<file path="src/rtl/crossing_pkg.sv">
`default_nettype none
// ============================================================================
// Module   : crossing_pkg
// Purpose  : Shared state encoding, default parameters and counter sizing
//            for the level-crossing sequencer.
// Revision : 1.0 - initial release
// ============================================================================
package crossing_pkg;

    localparam int N_TRACKS_DEF     = 4;
    localparam int WARN_CYCLES_DEF  = 64;
    localparam int HOLD_CYCLES_DEF  = 32;
    localparam int MOVE_TIMEOUT_DEF = 256;
    localparam int FLASH_HALF_DEF   = 8;

    typedef enum logic [2:0] {
        ST_IDLE     = 3'd0,
        ST_WARN     = 3'd1,
        ST_LOWERING = 3'd2,
        ST_CLOSED   = 3'd3,
        ST_RAISING  = 3'd4,
        ST_FAULT    = 3'd5
    } state_t;

    // Width of the shared down-counter: enough for the largest cycle count, plus one.
    function automatic int cnt_width(input int a, input int b, input int c, input int d);
        int m;
        m = a;
        if (b > m) m = b;
        if (c > m) m = c;
        if (d > m) m = d;
        return $clog2(m) + 1;
    endfunction

endpackage
`default_nettype wire

</file>
<file path="src/rtl/track_occupancy.sv">
`default_nettype none
// ============================================================================
// Module   : track_occupancy
// Purpose  : Per-track sensor edge detection and occupancy flag.
// Revision : 1.0 - initial release
// ============================================================================
module track_occupancy
    import crossing_pkg::*;
(
    input  logic clk,
    input  logic reset_n,
    input  logic approach,
    input  logic exit_s,
    output logic occupied
);

    logic approach_q;
    logic exit_q;
    logic approach_ev;
    logic exit_ev;

    // Events are registered before they touch the flag, giving two cycles of latency.
    always_ff @(posedge clk or negedge reset_n) begin
        if (!reset_n) begin
            approach_q  <= 1'b0;
            exit_q      <= 1'b0;
            approach_ev <= 1'b0;
            exit_ev     <= 1'b0;
            occupied    <= 1'b0;
        end else begin
            approach_q  <= approach;
            exit_q      <= exit_s;
            approach_ev <= approach & ~approach_q;
            exit_ev     <= exit_s & ~exit_q;
            occupied    <= (occupied & ~exit_ev) | approach_ev;
        end
    end

endmodule
`default_nettype wire

</file>
<file path="src/rtl/crossing_sequencer.sv">
`default_nettype none
// ============================================================================
// Module   : crossing_sequencer
// Purpose  : Multi-track level-crossing warn/lower/hold/raise sequencer.
//            Optional macro CROSSING_FLASH_EN enables lamp flashing.
// Revision : 1.0 - initial release
// ============================================================================
module crossing_sequencer
    import crossing_pkg::*;
#(
    parameter int N_TRACKS     = N_TRACKS_DEF,
    parameter int WARN_CYCLES  = WARN_CYCLES_DEF,
    parameter int HOLD_CYCLES  = HOLD_CYCLES_DEF,
    parameter int MOVE_TIMEOUT = MOVE_TIMEOUT_DEF,
    parameter int FLASH_HALF   = FLASH_HALF_DEF
) (
    input  logic                clk,
    input  logic                reset_n,
    input  logic [N_TRACKS-1:0] approach,
    input  logic [N_TRACKS-1:0] exit_s,
    input  logic                gate_down_ack,
    input  logic                gate_up_ack,
    input  logic                fault_clr,
    output logic                gate,
    output logic                red_light,
    output logic [N_TRACKS-1:0] occupied,
    output logic                fault
);

    localparam int CW = cnt_width(WARN_CYCLES, HOLD_CYCLES, MOVE_TIMEOUT, FLASH_HALF);
    localparam logic [CW-1:0] WARN_LOAD = CW'(WARN_CYCLES - 1);
    localparam logic [CW-1:0] HOLD_LOAD = CW'(HOLD_CYCLES - 1);
    localparam logic [CW-1:0] MOVE_LOAD = CW'(MOVE_TIMEOUT - 1);

    state_t          state;
    state_t          state_next;
    logic [CW-1:0]   cnt;
    logic [CW-1:0]   cnt_next;
    logic            any_occ;
    logic            gate_next;
    logic            fault_next;
    logic            red_next;
    logic            lamp_active_next;
    logic            lamp_level;

    generate
        for (genvar i = 0; i < N_TRACKS; i++) begin : g_track
            track_occupancy u_track (
                .clk      (clk),
                .reset_n  (reset_n),
                .approach (approach[i]),
                .exit_s   (exit_s[i]),
                .occupied (occupied[i])
            );
        end
    endgenerate

    assign any_occ = |occupied;

    always_ff @(posedge clk or negedge reset_n) begin
        if (!reset_n) begin
            state <= ST_IDLE;
            cnt   <= '0;
        end else begin
            state <= state_next;
            cnt   <= cnt_next;
        end
    end

    always_comb begin
        state_next = state;
        cnt_next   = (cnt == '0) ? '0 : cnt - 1'b1;
        case (state)
            ST_IDLE: begin
                if (any_occ) state_next = ST_WARN;
            end
            ST_WARN: begin
                if (cnt == '0) state_next = ST_LOWERING;
            end
            ST_LOWERING: begin
                if (gate_down_ack)   state_next = ST_CLOSED;
                else if (cnt == '0)  state_next = ST_FAULT;
            end
            ST_CLOSED: begin
                if (any_occ)         cnt_next   = HOLD_LOAD;
                else if (cnt == '0)  state_next = ST_RAISING;
            end
            ST_RAISING: begin
                if (any_occ)          state_next = ST_LOWERING;
                else if (gate_up_ack) state_next = ST_IDLE;
                else if (cnt == '0)   state_next = ST_FAULT;
            end
            ST_FAULT: begin
                if (fault_clr && !any_occ) state_next = ST_IDLE;
            end
            default: state_next = ST_IDLE;
        endcase

        // Every state entry reloads the shared timer for the new state.
        if (state_next != state) begin
            case (state_next)
                ST_WARN:     cnt_next = WARN_LOAD;
                ST_LOWERING: cnt_next = MOVE_LOAD;
                ST_CLOSED:   cnt_next = HOLD_LOAD;
                ST_RAISING:  cnt_next = MOVE_LOAD;
                default:     cnt_next = '0;
            endcase
        end
    end

`ifdef CROSSING_FLASH_EN
    localparam int FW = $clog2(FLASH_HALF) + 1;
    localparam logic [FW-1:0] FLASH_LOAD = FW'(FLASH_HALF - 1);

    logic [FW-1:0] flash_cnt;
    logic [FW-1:0] flash_cnt_next;
    logic          flash_phase;
    logic          flash_phase_next;

    always_comb begin
        flash_cnt_next   = flash_cnt - 1'b1;
        flash_phase_next = flash_phase;
        if ((state_next == ST_WARN) && (state != ST_WARN)) begin
            flash_cnt_next   = FLASH_LOAD;
            flash_phase_next = 1'b1;
        end else if (flash_cnt == '0) begin
            flash_cnt_next   = FLASH_LOAD;
            flash_phase_next = ~flash_phase;
        end
    end

    always_ff @(posedge clk or negedge reset_n) begin
        if (!reset_n) begin
            flash_cnt   <= '0;
            flash_phase <= 1'b0;
        end else begin
            flash_cnt   <= flash_cnt_next;
            flash_phase <= flash_phase_next;
        end
    end

    assign lamp_level = flash_phase_next;
`else
    assign lamp_level = 1'b1;
`endif

    // Outputs are decoded from the next state so they change on the entry edge.
    always_comb begin
        lamp_active_next = (state_next == ST_WARN)   || (state_next == ST_LOWERING) ||
                           (state_next == ST_CLOSED) || (state_next == ST_RAISING);
        gate_next        = (state_next == ST_LOWERING) || (state_next == ST_CLOSED) ||
                           (state_next == ST_FAULT);
        fault_next       = (state_next == ST_FAULT);
        red_next         = lamp_active_next ? lamp_level : fault_next;
    end

    always_ff @(posedge clk or negedge reset_n) begin
        if (!reset_n) begin
            gate      <= 1'b0;
            red_light <= 1'b0;
            fault     <= 1'b0;
        end else begin
            gate      <= gate_next;
            red_light <= red_next;
            fault     <= fault_next;
        end
    end

endmodule
`default_nettype wire
</file>
<file path="config.mk">
export PLATFORM = sky130hd
export DESIGN_NAME = crossing_sequencer
export DESIGN_NICKNAME = d
export VERILOG_FILES = /design/src/rtl/crossing_pkg.sv /design/src/rtl/track_occupancy.sv /design/src/rtl/crossing_sequencer.sv
export SDC_FILE = /design/constraint.sdc
export NUM_CORES = 1
export LEC_CHECK = 0
export BUFFER_PORTS_ARGS = -buffer_cell sky130_fd_sc_hd__buf_2
export CORE_ASPECT_RATIO = 1.25
export CORE_UTILIZATION = 57
export CTS_CLUSTER_SIZE = 20
export DETAILED_ROUTE_END_ITERATION = 8
export GPL_TIMING_DRIVEN = 0
export PLACE_DENSITY = 0.78
export SLEW_MARGIN = 20
export SYNTH_ARGS = -nofsm -noshare
export SYNTH_HDL_FRONTEND = slang
export SYNTH_SLANG_ARGS = --single-unit
</file>
<file path="constraint.sdc">
create_clock -name clk -period 3.2 [get_ports clk]
set_clock_uncertainty 0.1 [all_clocks]
set_input_delay 0.48 -clock clk [delete_from_list [all_inputs] [get_ports clk]]
set_output_delay 0.48 -clock clk [all_outputs]
set_load 0.03 [all_outputs]
</file>
## Yosys cells after proc, flatten, opt, wreduce, memory -nomap -nowiden

Index checks and enable logic that the tools add are counted.

- Register bits after elaboration: 35
- Input port bits: 13
- Output and inout bits: 7
- Word-level logic and storage cells: 92

- $add $sub $neg: 1
- Equality and inequality tests: 11
- Mux-type cells: 16
- Bitwise logic cells: 28
- Reductions and logical operators: 11

Operators with widths:

| operator | number |
|---|---|
| $mux W9 | 4 |
| $mux W3 | 9 |
| $pmux W8 S3 | 1 |
| $pmux W3 S6 | 1 |
| $and A1 B1 Y1 | 12 |
| $eq A3 B2 Y1 const B | 4 |
| $eq A3 B3 Y1 const B | 4 |
| $not A1 Y1 | 12 |
| $logic_not A9 Y1 | 1 |
| $sub A9 B1 Y9 const B | 1 |
| $eq A3 B1 Y1 const B | 2 |
| $logic_or A1 B1 Y1 | 5 |
| $or A1 B1 Y1 | 4 |
| $reduce_or A4 Y1 | 1 |
| $logic_not A3 Y1 | 1 |
| $ne A3 B3 Y1 | 1 |
| $reduce_or A2 Y1 | 1 |
| $logic_and A1 B1 Y1 | 1 |
| $logic_not A1 Y1 | 1 |
| $mux W1 | 1 |

## Longest topological paths before layout

- Depth in word-level cells: 10
- Gate-level depth with buffers: 9
- Mapped depth without buffers: 8

## Hierarchy

A second synthesis with hierarchy kept.

- Cells, all modules: 154
- Area total of the unflattened synthesis: 1739.2 µm²

Modules (own cells, without submodules):

| module | instances | cells an instance | area an instance (µm²) | seq. area each (µm²) |
|---|---|---|---|---|
| crossing_sequencer | 1 | 118 | 1143.6 | 375.4 |
| track_occupancy | 4 | 9 | 148.9 | 125.1 |

## Worst setup path before layout

Ideal clock, no wire load.

- Kind: register to register
- Start point: register cnt[0]
- End point: register cnt[0]
- Library setup time: 86 ps
- Arrival: 2252 ps
- Required time: 3014 ps
- Setup slack: 762 ps
- Cell stages (with the launch flop): 10
- Period minus slack after synthesis: 2438 ps
- Cells stage by stage: dfrtp_1 > inv_1 > ha_1 > or4b_1 > buf_2 > or4_1 > a32o_2 > clkinv_2 > nand4_4 > a32oi_1

- Cells in the longest elaborated chain, start to end: 9
- Elaborated cells on any way between the ends: 21
- Those cells by class: add/sub: 1; eq/ne: 5; mux: 13; reduce/logical: 2

RTL lines:

| item | RTL line | text |
|---|---|---|
| start, declared | crossing_sequencer.sv:37 | `logic [CW-1:0] cnt;` |
| start signal, assigned | crossing_sequencer.sv:66 | `cnt <= cnt_next;` |
| $logic_not A9 Y1 * | -- |  |
| $mux W3 | crossing_sequencer.sv:82, crossing_sequencer.sv:91 |  |
| $mux W3 | crossing_sequencer.sv:90 | `else if (gate_up_ack) state_next = ST_IDLE;` |
| $mux W3 | crossing_sequencer.sv:89 | `if (any_occ) state_next = ST_LOWERING;` |
| $pmux W3 S6 * | crossing_sequencer.sv:73 | `case (state)` |
| net state_next[2] | crossing_sequencer.sv:36 | `state_t state_next;` |
| $eq A3 B2 Y1 or $eq A3 B3 Y1 (tied branches) | crossing_sequencer.sv:101 | `case (state_next)` |
| $reduce_or A2 Y1 (no source line) | -- |  |
| $pmux W8 S3 | crossing_sequencer.sv:101 |  |
| $mux W9 * | crossing_sequencer.sv:100 | `if (state_next != state) begin` |
| net cnt_next[0] | crossing_sequencer.sv:38 | `logic [CW-1:0] cnt_next;` |

Mark *: on every way through the listed nets, which the timed path passes. The rest lies on a longest branch.

## Final worst setup path

- Start point: register cnt[0]
- End point: register cnt[5]

- Cells in the longest elaborated chain, start to end: 9
- Elaborated cells on any way between the ends: 21
- Those cells by class: add/sub: 1; eq/ne: 5; mux: 13; reduce/logical: 2

RTL lines:

| item | RTL line |
|---|---|
| $logic_not A9 Y1 | -- |
| $mux W3 | crossing_sequencer.sv:82, crossing_sequencer.sv:91 |
| $mux W3 | crossing_sequencer.sv:90 |
| $mux W3 | crossing_sequencer.sv:89 |
| $pmux W3 S6 | crossing_sequencer.sv:73 |
| $eq A3 B2 Y1 or $eq A3 B3 Y1 (tied branches) | crossing_sequencer.sv:101 |
| $reduce_or A2 Y1 (no source line) | -- |
| $pmux W8 S3 | crossing_sequencer.sv:101 |
| $mux W9 * | crossing_sequencer.sv:100 |
| net cnt_next[5] | crossing_sequencer.sv:38 |

Marks and branches as above.

==> results.md <==
Placement:
- The number of cells in the design after placement is 206.
- The half-perimeter wire length of the detailed placement result is 2.39 mm.
- The number of port buffers is 19.
- The routability-driven placement congestion ratio is 0.883.

Yosys:
- Synthesis produced 153 cells.
- The number of flops mapped to enable cells by yosys is 0.
- Sequential cells were found to cover 51.3% of the synthesized design area.
- The synthesized design contains 35 register bits.
- The average instance in the mapped netlist occupies 11.2 um^2.
- The synthesized netlist net count is 168.
- The number of library cell types mapped by synthesis is 51.
- For this run, asynchronously set or reset flops after synthesis account for 100%.
- The mapped cell area is 1710 um^2.
- The count of synthesis-stage warnings from yosys is 0.
- Among all flip-flop cells after synthesis, the most frequent one is dfrtp_1.

Global routing:
- Summed over all layers, the global routing overflow is 0.
- Global routing consumed, over all layers together, 23.9% of the routing resources.
- The number of antenna violations at the first check in global routing is 0.
- The first global-routing pass estimated 5.80 mm of wire.
- The number of global-route vias before repair is 1,296.
- Entering global routing, the biggest net connects 36 pins.

Final layout:
- The fraction of final layout cells sized beyond drive strength 1 is 28.3%.
- The area growth from synthesis to layout is 11.4%.
- The final cell count without fillers is 214.
- Across the whole layout, storage elements account for 876 um^2.
- Summing all multi-input logic gate instances after layout gives 734 um^2.
- The diode insertion count for antenna repair is 0.
- The net count of the finished layout is 194.
- Once layout is complete, the utilization of the core stands at 68.9%.
- The filler cell count is 216.

Run:
- The max capacitance violation total is 0.

Routing:
- The detailed route wirelength on metal2 is 1.69 mm.
- The wire length after detailed routing is 3.31 mm.
- For this run, design rule violations remaining after detail routing come to 0.
- The number of DRC violations after detailed-routing iteration 0 is 51.
- The first detailed-routing pass ran for 5 iterations.
- The detail route stage leaves a number of antenna-violating nets equal to 0.
- The post-detailed-route wirelength per cell is 15.5 um.
- The routed design uses 188 um of met3 wire.
- The via count of the routed design is 1,337.
- In this run the top signal layer used is met4.
- Dividing the detail-routed via count by the number of cells gives 6.25.
- The routed length on met1 is 1.40 mm.

Run status:
- The run finished with clean final reports.

Clocking:
- The clock reaches the later pin of the worst-skew pair after 0.33 ns.
- In this run the deepest clock path goes through 2 buffers.
- After clock tree synthesis, the clock-pin slew on the worst setup and hold paths is 0.11 ns.
- After clock tree synthesis, the repair step resized 0 gates.
- The count of hold buffers inserted by post-cts repair is 0.
- The clock drives 35 sinks.
- The CTS tree is yes.
- The total setup buffers inserted after CTS is 0.
- The root buffer cell is clkbuf_4.
- The number of buffers created by CTS is 5.
- The clock tree synthesis step divided the H-tree into 2 levels.

Timing:
- Setup violations remaining at the end of the flow were counted as 0.
- At the pin with the least slew margin, the transition time is 0.983 ns.
- Setup repair after global routing left no endpoint under its margin.
- The hold violation count in the final report is 0.
- The achievable clock frequency is 346 MHz.
- The worst relative slew slack is 33.9%.
- The max-slew violation count came to 0.
- The total negative setup slack is 0 ns.
- The portion of the clock cycle consumed by the worst path in the final layout is 90.4%.
- The minimum clock period is 2.89 ns.

Floorplan:
- The die boundary height is 63.2 um.
- The die footprint is 3220 um^2.
- The die is 50.9 um wide.
- After floorplanning, the core was divided into 21 placement rows.
- The number of ports placed on the die boundary is 20.
- The initial utilization of the core area, before any placement, comes to 61.9%.
- The region available for standard cell placement spans 2760 um^2.

Power and ir drop:
- The areal power density over the cells is 851 nW/um^2.
- The worst IR drop on VDD is 0.489 mV.
- Summed over all cells, the static leakage comes to 0.000835 uW.

Setup path:
- Data on the critical path is required at its endpoint by 3.36 ns.
- The arrival time of data at the critical path endpoint is 3.06 ns.
- By startpoint and endpoint, the worst setup path is classified as reg -> reg.
- The critical-path maximum fanout is 5.
- The launching element type of the critical path is a flip-flop.
- STA classifies the critical path endpoint as a flip-flop.

Min path:
- In this run the worst hold path is classified as in -> async.
cells by family after synthesis:
family                   count (synthesis)  synth area share [%]
buffers and inverters                   18                  5.64
adder cells (fa/ha/maj)                  2                  1.47
AO/OA/AOI/OAI                           41                  19.6
XOR/XNOR                                 6                  3.08
AND/OR/NAND/NOR                         51                  18.8
flip-flops                              35                  51.3
stage by stage:
step | area, um^2 | total power (uW) | setup slack (ns) | hold slack [ns]
after floorplan | 1710 | 1200 | 0.762 | 0.0844
after global placement | 1840 | 1350 | 0.495 | 0.284
after detailed placement | 1840 | 1380 | 0.503 | 0.288
after CTS | 1900 | 1620 | 0.453 | 0.117
after global routing | 1900 | 1730 | 0.0700 | 0.128
final | 1900 | 1620 | 0.308 | 0.0921
placed cells by master, fill, tap and decap left out, types with 2 or more instances in the layout:
| cell | count |
|---|---|
| a21oi_1 | 6 |
| o2bb2ai_1 | 2 |
| o21ai_0 | 2 |
| xor2_1 | 5 |
| dfrtp_1 | 35 |
| nor3_1 | 4 |
| a21o_1 | 4 |
| a21o_2 | 3 |
| nand2_1 | 7 |
| a32oi_1 | 5 |
| nor2b_1 | 8 |
| clkinv_2 | 2 |
| nor4_1 | 5 |
| a211oi_1 | 3 |
| clkinvlp_4 | 2 |
| inv_1 | 9 |
| buf_2 | 21 |
| nand4_1 | 2 |
| clkbuf_4 | 5 |
| nor2_1 | 7 |
| buf_4 | 4 |
| o31ai_1 | 2 |
| or4_1 | 3 |
| or2b_2 | 3 |
| ha_1 | 2 |
| or2_2 | 2 |
final timing paths:
kind                                           start                    endpoint  slack, ns  cells after the start
setup / recovery                              cnt[0]                      cnt[5]       0.31                      7
min in group clk                           exit_s[3]   g_track[3].u_track.exit_q       0.16                      1
setup reg to reg                              cnt[0]                      cnt[5]       0.31                      7
hold reg to reg            g_track[0].u_track.exit_q  g_track[0].u_track.exit_ev       0.30                      1
max in group asynchronous                    reset_n   g_track[1].u_track.exit_q       2.44                      1
hold / removal                               reset_n                    state[1]       0.09                      1
synth_stat cells (all sizes together) (2+ instances only):
cell	number	area share, %
a211o	2	1.1
a211oi	3	1.3
a21o	7	3.3
a21oi	6	1.8
a32oi	5	2.6
buf	6	2.3
clkbuf	2	1.0
dfrtp	35	51
ha	2	1.5
inv	9	2.0
nand2	7	1.5
nand4	3	2.0
nor2	7	1.5
nor2b	8	2.9
nor3	4	1.2
nor4	6	2.6
o21ai	3	0.88
o2bb2ai	2	1.0
o311ai	2	1.5
o31ai	2	0.88
or2	2	0.73
or2b	3	1.5
or4	4	1.8
xor2	5	2.6
worst max-delay path, cell delays in order (launching register included):
cell	delay, ns
dfrtp_1	0.42
inv_1	0.11
ha_1	0.17
nor4b_1	0.75
nand2_1	0.31
o21ai_1	0.48
o2111ai_2	0.27
a31oi_1	0.21
metal layers:
metal,vias to the layer above,GRT usage [%]
li1,619,-
met1,650,30.4
met2,60,40.6
met3,8,4.35
met4,0,6.94
met5,-,0
cell type report:
cell class | instances | area share (%)
buffer | 8 | 3.03
multi-input combinational | 100 | 38.6
sequential | 35 | 46.1
timing repair buffer | 19 | 5.00
clock buffer | 5 | 1.97
tap | 34 | 2.24
inverter | 10 | 2.04
clock inverter | 3 | 1.05
power by group:
part | leakage [uW] | internal (uW) | switching (uW)
Sequential | 0.000414 | 539 | 89.4
Combinational | 0.000394 | 298 | 457
Clock | 0.0000272 | 83.8 | 150
Total | 0.000835 | 921 | 697
state kept, by name, indices dropped and copies added (netlist names):
name and flops:
fault 1, cnt 9, g_track.u_track.exit_q 4, g_track.u_track.exit_ev 4, red_light 1, gate 1
g_track.u_track.occupied 4, g_track.u_track.approach_ev 4, g_track.u_track.approach_q 4, state 3
(Power assumes the default switching activity.)
